$ cat src/rtl/int_div_pkg.sv
// Shared types and constants for the iterative divider and its register-file write port.
package int_div_pkg;

  typedef enum logic [1:0] {
    IDLE    = 2'd0,
    CALC    = 2'd1,
    WR_QUOT = 2'd2,
    WR_REM  = 2'd3
  } div_state_e;

  localparam int unsigned DEF_DATA_WIDTH    = 32;
  localparam int unsigned DEF_REG_SEL_WIDTH = 5;

  // Selector value meaning "x0": the result is computed but not written.
  localparam int unsigned REG_X0 = 0;

endpackage

$ cat src/rtl/int_divrem_regfile_if.sv
// Request side (operands, selectors) and register-file write port of the divider.
interface int_divrem_regfile_if
  import int_div_pkg::*;
#(
  parameter int unsigned data_width    = DEF_DATA_WIDTH,
  parameter int unsigned reg_sel_width = DEF_REG_SEL_WIDTH
) ();
  logic                     req;
  logic                     is_signed;
  logic [reg_sel_width-1:0] r_quot_sel;
  logic [reg_sel_width-1:0] r_mod_sel;
  logic [data_width-1:0]    a;
  logic [data_width-1:0]    b;
  logic                     busy;
  logic                     rf_wr_req;
  logic [reg_sel_width-1:0] rf_wr_sel;
  logic [data_width-1:0]    rf_wr_data;
  logic                     rf_wr_ack;

  modport master (
    output req, is_signed, r_quot_sel, r_mod_sel, a, b, rf_wr_ack,
    input  busy, rf_wr_req, rf_wr_sel, rf_wr_data
  );

  modport slave (
    input  req, is_signed, r_quot_sel, r_mod_sel, a, b, rf_wr_ack,
    output busy, rf_wr_req, rf_wr_sel, rf_wr_data
  );
endinterface

$ cat src/rtl/int_div_step.sv
// Combinational restoring-division step: shifts in bits_per_cycle dividend bits (MSB first)
// and retires the same number of quotient bits.
module int_div_step #(
  parameter int unsigned data_width     = 32,
  parameter int unsigned bits_per_cycle = 1
) (
  input  logic [data_width-1:0]     rem_i,
  input  logic [data_width-1:0]     div_i,
  input  logic [bits_per_cycle-1:0] bits_i,
  output logic [data_width-1:0]     rem_o,
  output logic [bits_per_cycle-1:0] quot_o
);
  // One guard bit: the shifted remainder can reach 2*divisor-1.
  logic [data_width:0] r;

  always_comb begin
    r      = {1'b0, rem_i};
    quot_o = '0;
    for (int unsigned k = 0; k < bits_per_cycle; k++) begin
      r = {r[data_width-1:0], bits_i[bits_per_cycle-1-k]};
      if (r >= {1'b0, div_i}) begin
        r                             = r - {1'b0, div_i};
        quot_o[bits_per_cycle-1-k]    = 1'b1;
      end
    end
    rem_o = r[data_width-1:0];
  end
endmodule

$ cat src/rtl/int_divrem_regfile.sv
// Iterative signed/unsigned integer divider writing quotient then remainder back
// through a single req/ack register-file port.
module int_divrem_regfile
  import int_div_pkg::*;
#(
  parameter int unsigned data_width     = DEF_DATA_WIDTH,
  parameter int unsigned reg_sel_width  = DEF_REG_SEL_WIDTH,
  parameter int unsigned bits_per_cycle = 1
) (
  input  logic                  clk,
  input  logic                  rst,
  int_divrem_regfile_if.slave   bus
);
  localparam int unsigned              ITERS    = data_width / bits_per_cycle;
  localparam int unsigned              CNT_W    = $clog2(ITERS) + 1;
  localparam logic [CNT_W-1:0]         CNT_LAST = CNT_W'(ITERS - 1);
  localparam logic [data_width-1:0]    ONE      = data_width'(1);
  localparam logic [data_width-1:0]    MOST_NEG = {1'b1, {(data_width-1){1'b0}}};
  localparam logic [reg_sel_width-1:0] SEL_X0   = reg_sel_width'(REG_X0);

  div_state_e               state_q;
  logic                     busy_q;
  logic                     wr_req_q;
  logic [reg_sel_width-1:0] wr_sel_q;
  logic [data_width-1:0]    wr_data_q;
  logic [data_width-1:0]    quot_q;
  logic [data_width-1:0]    rem_q;
  logic [data_width-1:0]    div_q;
  logic                     neg_quot_q;
  logic                     neg_rem_q;
  logic [reg_sel_width-1:0] quot_sel_q;
  logic [reg_sel_width-1:0] mod_sel_q;
  logic [CNT_W-1:0]         cnt_q;

  logic                     a_neg, b_neg, div_zero, overflow;
  logic [data_width-1:0]    a_mag, b_mag, fast_quot, fast_rem;
  logic [data_width-1:0]    step_rem, quot_next, fin_quot, fin_rem;
  logic [bits_per_cycle-1:0] step_quot;

  always_comb begin
    a_neg     = bus.is_signed & bus.a[data_width-1];
    b_neg     = bus.is_signed & bus.b[data_width-1];
    a_mag     = a_neg ? (~bus.a + ONE) : bus.a;
    b_mag     = b_neg ? (~bus.b + ONE) : bus.b;
    div_zero  = (bus.b == '0);
    overflow  = bus.is_signed && (bus.a == MOST_NEG) && (bus.b == '1);
    fast_quot = div_zero ? '1 : bus.a;
    fast_rem  = div_zero ? bus.a : '0;
  end

  // quot_q starts as the dividend magnitude and fills with quotient bits from the bottom.
  int_div_step #(
    .data_width     (data_width),
    .bits_per_cycle (bits_per_cycle)
  ) u_step (
    .rem_i  (rem_q),
    .div_i  (div_q),
    .bits_i (quot_q[data_width-1 -: bits_per_cycle]),
    .rem_o  (step_rem),
    .quot_o (step_quot)
  );

  always_comb begin
    quot_next = {quot_q[data_width-bits_per_cycle-1:0], step_quot};
    fin_quot  = neg_quot_q ? (~quot_next + ONE) : quot_next;
    fin_rem   = neg_rem_q  ? (~step_rem + ONE)  : step_rem;
  end

  // First write of a result pair: fast path sources from inputs in IDLE, normal path from CALC.
  div_state_e               launch_state_d;
  logic                     launch_req_d;
  logic [reg_sel_width-1:0] launch_sel_d;
  logic [data_width-1:0]    launch_data_d;
  logic [reg_sel_width-1:0] seq_qsel, seq_msel;
  logic [data_width-1:0]    seq_quot, seq_rem;

  always_comb begin
    seq_qsel       = (state_q == IDLE) ? bus.r_quot_sel : quot_sel_q;
    seq_msel       = (state_q == IDLE) ? bus.r_mod_sel  : mod_sel_q;
    seq_quot       = (state_q == IDLE) ? fast_quot      : fin_quot;
    seq_rem        = (state_q == IDLE) ? fast_rem       : fin_rem;
    launch_state_d = IDLE;
    launch_req_d   = 1'b0;
    launch_sel_d   = '0;
    launch_data_d  = '0;
    if (seq_qsel != SEL_X0) begin
      launch_state_d = WR_QUOT;
      launch_req_d   = 1'b1;
      launch_sel_d   = seq_qsel;
      launch_data_d  = seq_quot;
    end else if (seq_msel != SEL_X0) begin
      launch_state_d = WR_REM;
      launch_req_d   = 1'b1;
      launch_sel_d   = seq_msel;
      launch_data_d  = seq_rem;
    end
  end

  always_ff @(posedge clk) begin
    if (!rst) begin
      state_q    <= IDLE;
      busy_q     <= 1'b0;
      wr_req_q   <= 1'b0;
      wr_sel_q   <= '0;
      wr_data_q  <= '0;
      quot_q     <= '0;
      rem_q      <= '0;
      div_q      <= '0;
      neg_quot_q <= 1'b0;
      neg_rem_q  <= 1'b0;
      quot_sel_q <= '0;
      mod_sel_q  <= '0;
      cnt_q      <= '0;
    end else begin
      case (state_q)
        IDLE: begin
          if (bus.req) begin
            quot_sel_q <= bus.r_quot_sel;
            mod_sel_q  <= bus.r_mod_sel;
            if (div_zero || overflow) begin
              quot_q    <= fast_quot;
              rem_q     <= fast_rem;
              state_q   <= launch_state_d;
              busy_q    <= launch_req_d;
              wr_req_q  <= launch_req_d;
              wr_sel_q  <= launch_sel_d;
              wr_data_q <= launch_data_d;
            end else begin
              quot_q     <= a_mag;
              rem_q      <= '0;
              div_q      <= b_mag;
              neg_quot_q <= a_neg ^ b_neg;
              neg_rem_q  <= a_neg;
              cnt_q      <= CNT_LAST;
              busy_q     <= 1'b1;
              state_q    <= CALC;
            end
          end
        end
        CALC: begin
          cnt_q  <= cnt_q - 1'b1;
          quot_q <= quot_next;
          rem_q  <= step_rem;
          if (cnt_q == '0) begin
            quot_q    <= fin_quot;
            rem_q     <= fin_rem;
            state_q   <= launch_state_d;
            busy_q    <= launch_req_d;
            wr_req_q  <= launch_req_d;
            wr_sel_q  <= launch_sel_d;
            wr_data_q <= launch_data_d;
          end
        end
        WR_QUOT: begin
          if (bus.rf_wr_ack) begin
            if (mod_sel_q != SEL_X0) begin
              state_q   <= WR_REM;
              wr_sel_q  <= mod_sel_q;
              wr_data_q <= rem_q;
            end else begin
              state_q   <= IDLE;
              busy_q    <= 1'b0;
              wr_req_q  <= 1'b0;
              wr_sel_q  <= '0;
              wr_data_q <= '0;
            end
          end
        end
        WR_REM: begin
          if (bus.rf_wr_ack) begin
            state_q   <= IDLE;
            busy_q    <= 1'b0;
            wr_req_q  <= 1'b0;
            wr_sel_q  <= '0;
            wr_data_q <= '0;
          end
        end
        default: state_q <= IDLE;
      endcase
    end
  end

  assign bus.busy       = busy_q;
  assign bus.rf_wr_req  = wr_req_q;
  assign bus.rf_wr_sel  = wr_sel_q;
  assign bus.rf_wr_data = wr_data_q;
endmodule
$ cat src/flat_wrapper.sv
// flat-port wrapper written by rule: the top's interface ports become plain ports
module int_divrem_regfile_flat import int_div_pkg::*;
#(
  parameter int unsigned data_width     = DEF_DATA_WIDTH,
  parameter int unsigned reg_sel_width  = DEF_REG_SEL_WIDTH,
  parameter int unsigned bits_per_cycle = 1
)
  (clk, rst, bus_req, bus_is_signed, bus_r_quot_sel, bus_r_mod_sel, bus_a, bus_b, bus_rf_wr_ack, bus_busy, bus_rf_wr_req, bus_rf_wr_sel, bus_rf_wr_data);
  int_divrem_regfile_if #(.data_width(data_width), .reg_sel_width(reg_sel_width)) bus_i ();
  input  logic clk;
  input  logic rst;
  input wire logic [$bits(bus_i.req)-1:0] bus_req;
  input wire logic [$bits(bus_i.is_signed)-1:0] bus_is_signed;
  input wire logic [$bits(bus_i.r_quot_sel)-1:0] bus_r_quot_sel;
  input wire logic [$bits(bus_i.r_mod_sel)-1:0] bus_r_mod_sel;
  input wire logic [$bits(bus_i.a)-1:0] bus_a;
  input wire logic [$bits(bus_i.b)-1:0] bus_b;
  input wire logic [$bits(bus_i.rf_wr_ack)-1:0] bus_rf_wr_ack;
  output wire logic [$bits(bus_i.busy)-1:0] bus_busy;
  output wire logic [$bits(bus_i.rf_wr_req)-1:0] bus_rf_wr_req;
  output wire logic [$bits(bus_i.rf_wr_sel)-1:0] bus_rf_wr_sel;
  output wire logic [$bits(bus_i.rf_wr_data)-1:0] bus_rf_wr_data;
  assign bus_i.req = bus_req;
  assign bus_i.is_signed = bus_is_signed;
  assign bus_i.r_quot_sel = bus_r_quot_sel;
  assign bus_i.r_mod_sel = bus_r_mod_sel;
  assign bus_i.a = bus_a;
  assign bus_i.b = bus_b;
  assign bus_i.rf_wr_ack = bus_rf_wr_ack;
  assign bus_busy = bus_i.busy;
  assign bus_rf_wr_req = bus_i.rf_wr_req;
  assign bus_rf_wr_sel = bus_i.rf_wr_sel;
  assign bus_rf_wr_data = bus_i.rf_wr_data;
  int_divrem_regfile #(.data_width(data_width), .reg_sel_width(reg_sel_width), .bits_per_cycle(bits_per_cycle)) u_core (.clk(clk), .rst(rst), .bus(bus_i));
endmodule
$ cat config.mk
export PLATFORM = sky130hd
export DESIGN_NAME = int_divrem_regfile_flat
export DESIGN_NICKNAME = d
export VERILOG_FILES = /design/src/rtl/int_div_pkg.sv /design/src/rtl/int_divrem_regfile_if.sv /design/src/rtl/int_div_step.sv /design/src/rtl/int_divrem_regfile.sv /design/src/flat_wrapper.sv
export SDC_FILE = /design/constraint.sdc
export NUM_CORES = 1
export LEC_CHECK = 0
export BUFFER_PORTS_ARGS = -buffer_cell sky130_fd_sc_hd__buf_2
export CELL_PAD_IN_SITES_DETAIL_PLACEMENT = 0
export CELL_PAD_IN_SITES_GLOBAL_PLACEMENT = 1
export CORE_MARGIN = 2
export CORE_UTILIZATION = 43
export DETAILED_ROUTE_END_ITERATION = 16
export PLACE_DENSITY_LB_ADDON = 0.25
export SLEW_MARGIN = 20
export SYNTH_ARGS = -nofsm -noshare
export SYNTH_HDL_FRONTEND = slang
export SYNTH_SLANG_ARGS = --single-unit
$ cat constraint.sdc
create_clock -name clk -period 18 [get_ports clk]
set_input_delay 0.9 -clock clk [delete_from_list [all_inputs] [get_ports clk]]
set_output_delay 0.9 -clock clk [all_outputs]
set_load 0.05 [all_outputs]
==> run summary <==
The final global-route overflow total is 0. The number of nets with antenna violations after detailed routing came out at 0. The portion of netlist area occupied by mux cells came out at 2.77%.

The mean routed wirelength per cell came out at 23.5 µm. The maximum number of pins on one net before global-route repair is 75. The number of synthesized register bits came out at 155. For this run, the detailed router's first-pass iteration total came to 6.

The count of buffers from port buffering came out at 117. The library cells used most frequently in the layout, excluding fill and tap cells, are sky130_fd_sc_hd__a21oi_1 (213), sky130_fd_sc_hd__nor2_1 (208), sky130_fd_sc_hd__nand2_1 (199). STA classifies the critical path startpoint as a flop. The instance count after placement with tap cells included is 2446. The worst pin sits at a relative slew slack of 32.0%.

TritonCTS built the clock tree. The library cell used as clock root buffer is sky130_fd_sc_hd__clkbuf_16. The post-route core utilization came out at 47.9%.

The CTS H-tree depth came out at 4. The distinct cell type count after synthesis came out at 87. The weighted congestion at the end of routability-driven global placement came out at 0.924.

The synthesized netlist occupies a cell area of 0.0141 mm². The area share of and/or/nand/nor cells after synthesis came out at 23.8%. The sink count of the clock tree is 155. The total routing resource utilization after global routing came out at 33.8%. The hold-critical path depth is 2.

The xor and xnor fraction of the mapped netlist area is 10.9%. The number of top-level design ports came out at 118. The total setup buffers inserted after CTS is 0. The initial antenna violation count came to 0. The largest individual stage delay along the critical path comes from the cell sky130_fd_sc_hd__dfxtp_1. The top cell type's share of synthesized area is 22.0%. The count of flip-flops with a built-in enable after synthesis came out at 0. The ratio of total power to cell area is 198 mW/mm². The most area-hungry cell type in the Yosys netlist is sky130_fd_sc_hd__dfxtp_1. Leaving out fill and tap cells, the most frequent cell in the layout is sky130_fd_sc_hd__a21oi_1. The die width came out at 185 µm. The TritonCTS buffer count came out at 17. The initial core utilization came out at 43.6%. The setup-violating endpoint count in the final report came out at 0.

The initial DRC count came out at 1757. The most used flip-flop cell after synthesis is sky130_fd_sc_hd__dfxtp_1. The count of final hold-check violations is 0.

The critical path goes through ha_1 > nor2b_1 > o21a_2 > o2111ai_1 > and3_1 > o21ai_4 > buf_4 > inv_2 > ha_1 > or3b_2 > or3_1 > or2_2 > nand2b_1 > nand2b_1 > o21ai_0 > nand2_1 > nand2_1 > xnor2_1 > o221ai_1 > a21oi_1. The final wirelength came out at 58300 µm. For the worst setup path, the data arrival time is 6.18 ns. Sorting the synthesized cells by area gives the leading types as sky130_fd_sc_hd__dfxtp_1 (22%), sky130_fd_sc_hd__a21oi_1 (7.5%), sky130_fd_sc_hd__xnor2_1 (5.7%). The required time at the endpoint of the critical path is 18.35 ns. For this run, the slowest stage of the critical path takes 0.54 ns. The sum of internal, switching and leakage power came out at 3080 µW. The share of flip-flops with an asynchronous set or reset after synthesis is 0%. The post-route minimum period is 5.83 ns. The number of gates given a new drive strength after cts is 0. The slew at the pin with the worst max-slew slack is 1.02 ns. The post-CTS clock slew at the launch and capture registers of the worst setup and hold paths came out at 0.07 ns. The global-route wire length before repair is 88600 µm. In this run the mean area of a mapped cell was 7.06 µm².

The worst path uses 32.4% of the clock period. The length in cells of the worst reg-to-reg path is 20. Setup repair after global routing left no endpoint under its margin. STA classifies the critical path endpoint as a flop. Yosys printed 0 warnings. The path type of the worst min-delay path is reg2reg. The number of cells produced by synthesis came out at 2001.

The flow ran to the end, and the final reports show no timing, DRC or antenna violations. The area of the die came out at 0.0343 mm². The total nets after synthesis is 2119. The number of cell rows is 66. The clock skew is 0.0150 ns. The largest family of logic cells by synthesized area is compound AO/OA/AOI/OAI gates. Summing the areas of all fa, ha and maj instances in the mapped netlist gives 3.58% of the synthesized area. The maximum ir drop on the vdd rail is 0.0873 mV. The via count of the first global-routing pass came to 14900. Of the cells placed in the final design, the portion with a size suffix greater than 1 is 11.5%. The maximum net fanout on the critical path came out at 58. The number of hold buffers added after cts is 0.

The total vias in the final route came out at 16000. The maximum clock path buffer count came out at 2. The area growth from synthesis to layout came out at 10.1%. The wire-length estimate of the detail-placed layout is 42700 µm. The compound-cell area share of the yosys netlist came out at 31.4%. After detailed routing, the number of remaining DRC violations is 0. The leakage power total is 0.00584 µW. The per-cell via count in the routed design is 6.44. The final max-slew violation count came out at 0.

Of the synthesized area, sequential elements account for 22.0%. The maximum clock rate came out at 171 MHz. The class of the most critical setup path is reg2reg. Max-cap violations in this run came to 0. The height of the die came out at 185 µm. The number of nets in the finished design came out at 2141. The placeable core area is 0.0325 mm². The final non-filler cell total came out at 2478. The post-route setup TNS came out at 0 ns. The later pin in the worst-skew pair is clocked with a latency of 0.46 ns.
flip-flops by register name, summed over array words and instances, names as in the netlist:
name,flops
u_core.quot_sel_q,5
u_core.quot_q,32
u_core.neg_quot_q,1
u_core.cnt_q,6
u_core.bus.busy,1
u_core.div_q,32
u_core.mod_sel_q,5
u_core.bus.rf_wr_sel,5
u_core.bus.rf_wr_data,32
u_core.neg_rem_q,1
u_core.state_q,2
u_core.rem_q,32
u_core.bus.rf_wr_req,1
synth_stat cells (38+ instances only):
library cell,n
sky130_fd_sc_hd__a21oi_1,213
sky130_fd_sc_hd__nand3_1,55
sky130_fd_sc_hd__o21ai_0,125
sky130_fd_sc_hd__xnor2_1,92
sky130_fd_sc_hd__a211oi_1,49
sky130_fd_sc_hd__inv_1,52
sky130_fd_sc_hd__nor3_1,72
sky130_fd_sc_hd__nand2_1,199
sky130_fd_sc_hd__dfxtp_1,155
sky130_fd_sc_hd__ha_1,38
sky130_fd_sc_hd__xor2_1,84
sky130_fd_sc_hd__clkbuf_1,134
sky130_fd_sc_hd__nor2_1,214
path summary, 6_finish.rpt:
| kind | startpoint | to | slack [ns] |
|---|---|---|---|
| max | u_core.rem_q[0]$_SDFFE_PN0P_ | u_core.quot_q[30]$_SDFFE_PN0P_ | 12.17 |
| min | u_core.bus.rf_wr_sel[4]$_SDFFE_PN0P_ | u_core.bus.rf_wr_sel[4]$_SDFFE_PN0P_ | 0.46 |
| max reg2reg | u_core.rem_q[0]$_SDFFE_PN0P_ | u_core.quot_q[30]$_SDFFE_PN0P_ | 12.17 |
| min reg2reg | u_core.bus.rf_wr_sel[4]$_SDFFE_PN0P_ | u_core.bus.rf_wr_sel[4]$_SDFFE_PN0P_ | 0.46 |
where the power goes:
part	total, µW	switching [µW]	leakage [µW]	internal [µW]
logic	2160	1440	0.00429	722
registers	559	121	0.00128	437
clock network	356	164	0.000268	192
cells by family after synthesis:
logic type	Yosys count
and+or+nand+nor	715
muxes	35
adders and majority gates	40
AOI/OAI and AO/OA	678
xor gates and xnor gates	176
buffers and inverters	202
DFF	155
per-layer routing:
metal | GRT usage [%] | part of all wire, % | vias up
met5 | 0 | 0 | -
met4 | 12.8 | 3.3 | 0
met3 | 6.84 | 8.6 | 150
met2 | 53.4 | 45 | 791
met1 | 45.0 | 43 | 7594
li1 | - | - | 7431
worst max-delay path, delay by kind of cell (launching register included):
kind | cells | cell delay, ns
AOI/OAI and AO/OA | 6 | 1.37
xor gates and xnor gates | 1 | 0.13
adders and majority gates | 2 | 0.49
buffers and inverters | 2 | 0.51
DFF | 1 | 0.54
and+or+nand+nor | 9 | 2.66
per-stage QoR:
step	hold WS [ns]	setup WS [ns]	area (µm²)
2_1_floorplan	0.432	12.24	14100
3_3_place_gp	0.446	12.44	15000
3_5_place_dp	0.455	12.28	15000
4_1_cts	0.468	12.25	15600
5_1_grt	0.492	11.79	15600
6_report	0.464	12.17	15600
cell type report:
| class | count | area, µm² |
|---|---|---|
| well taps | 442 | 553 |
| inverters | 54 | 204 |
| clock buffers | 19 | 443 |
| diodes | 1 | 2.50 |
| flip-flops and latches | 155 | 3100 |
| clock inverters | 12 | 101 |
| fillers | 3373 | 16900 |
| multi-input cells | 1644 | 10300 |
| repair buffers | 151 | 841 |
Note: power is estimated with default switching activity, not from simulation.
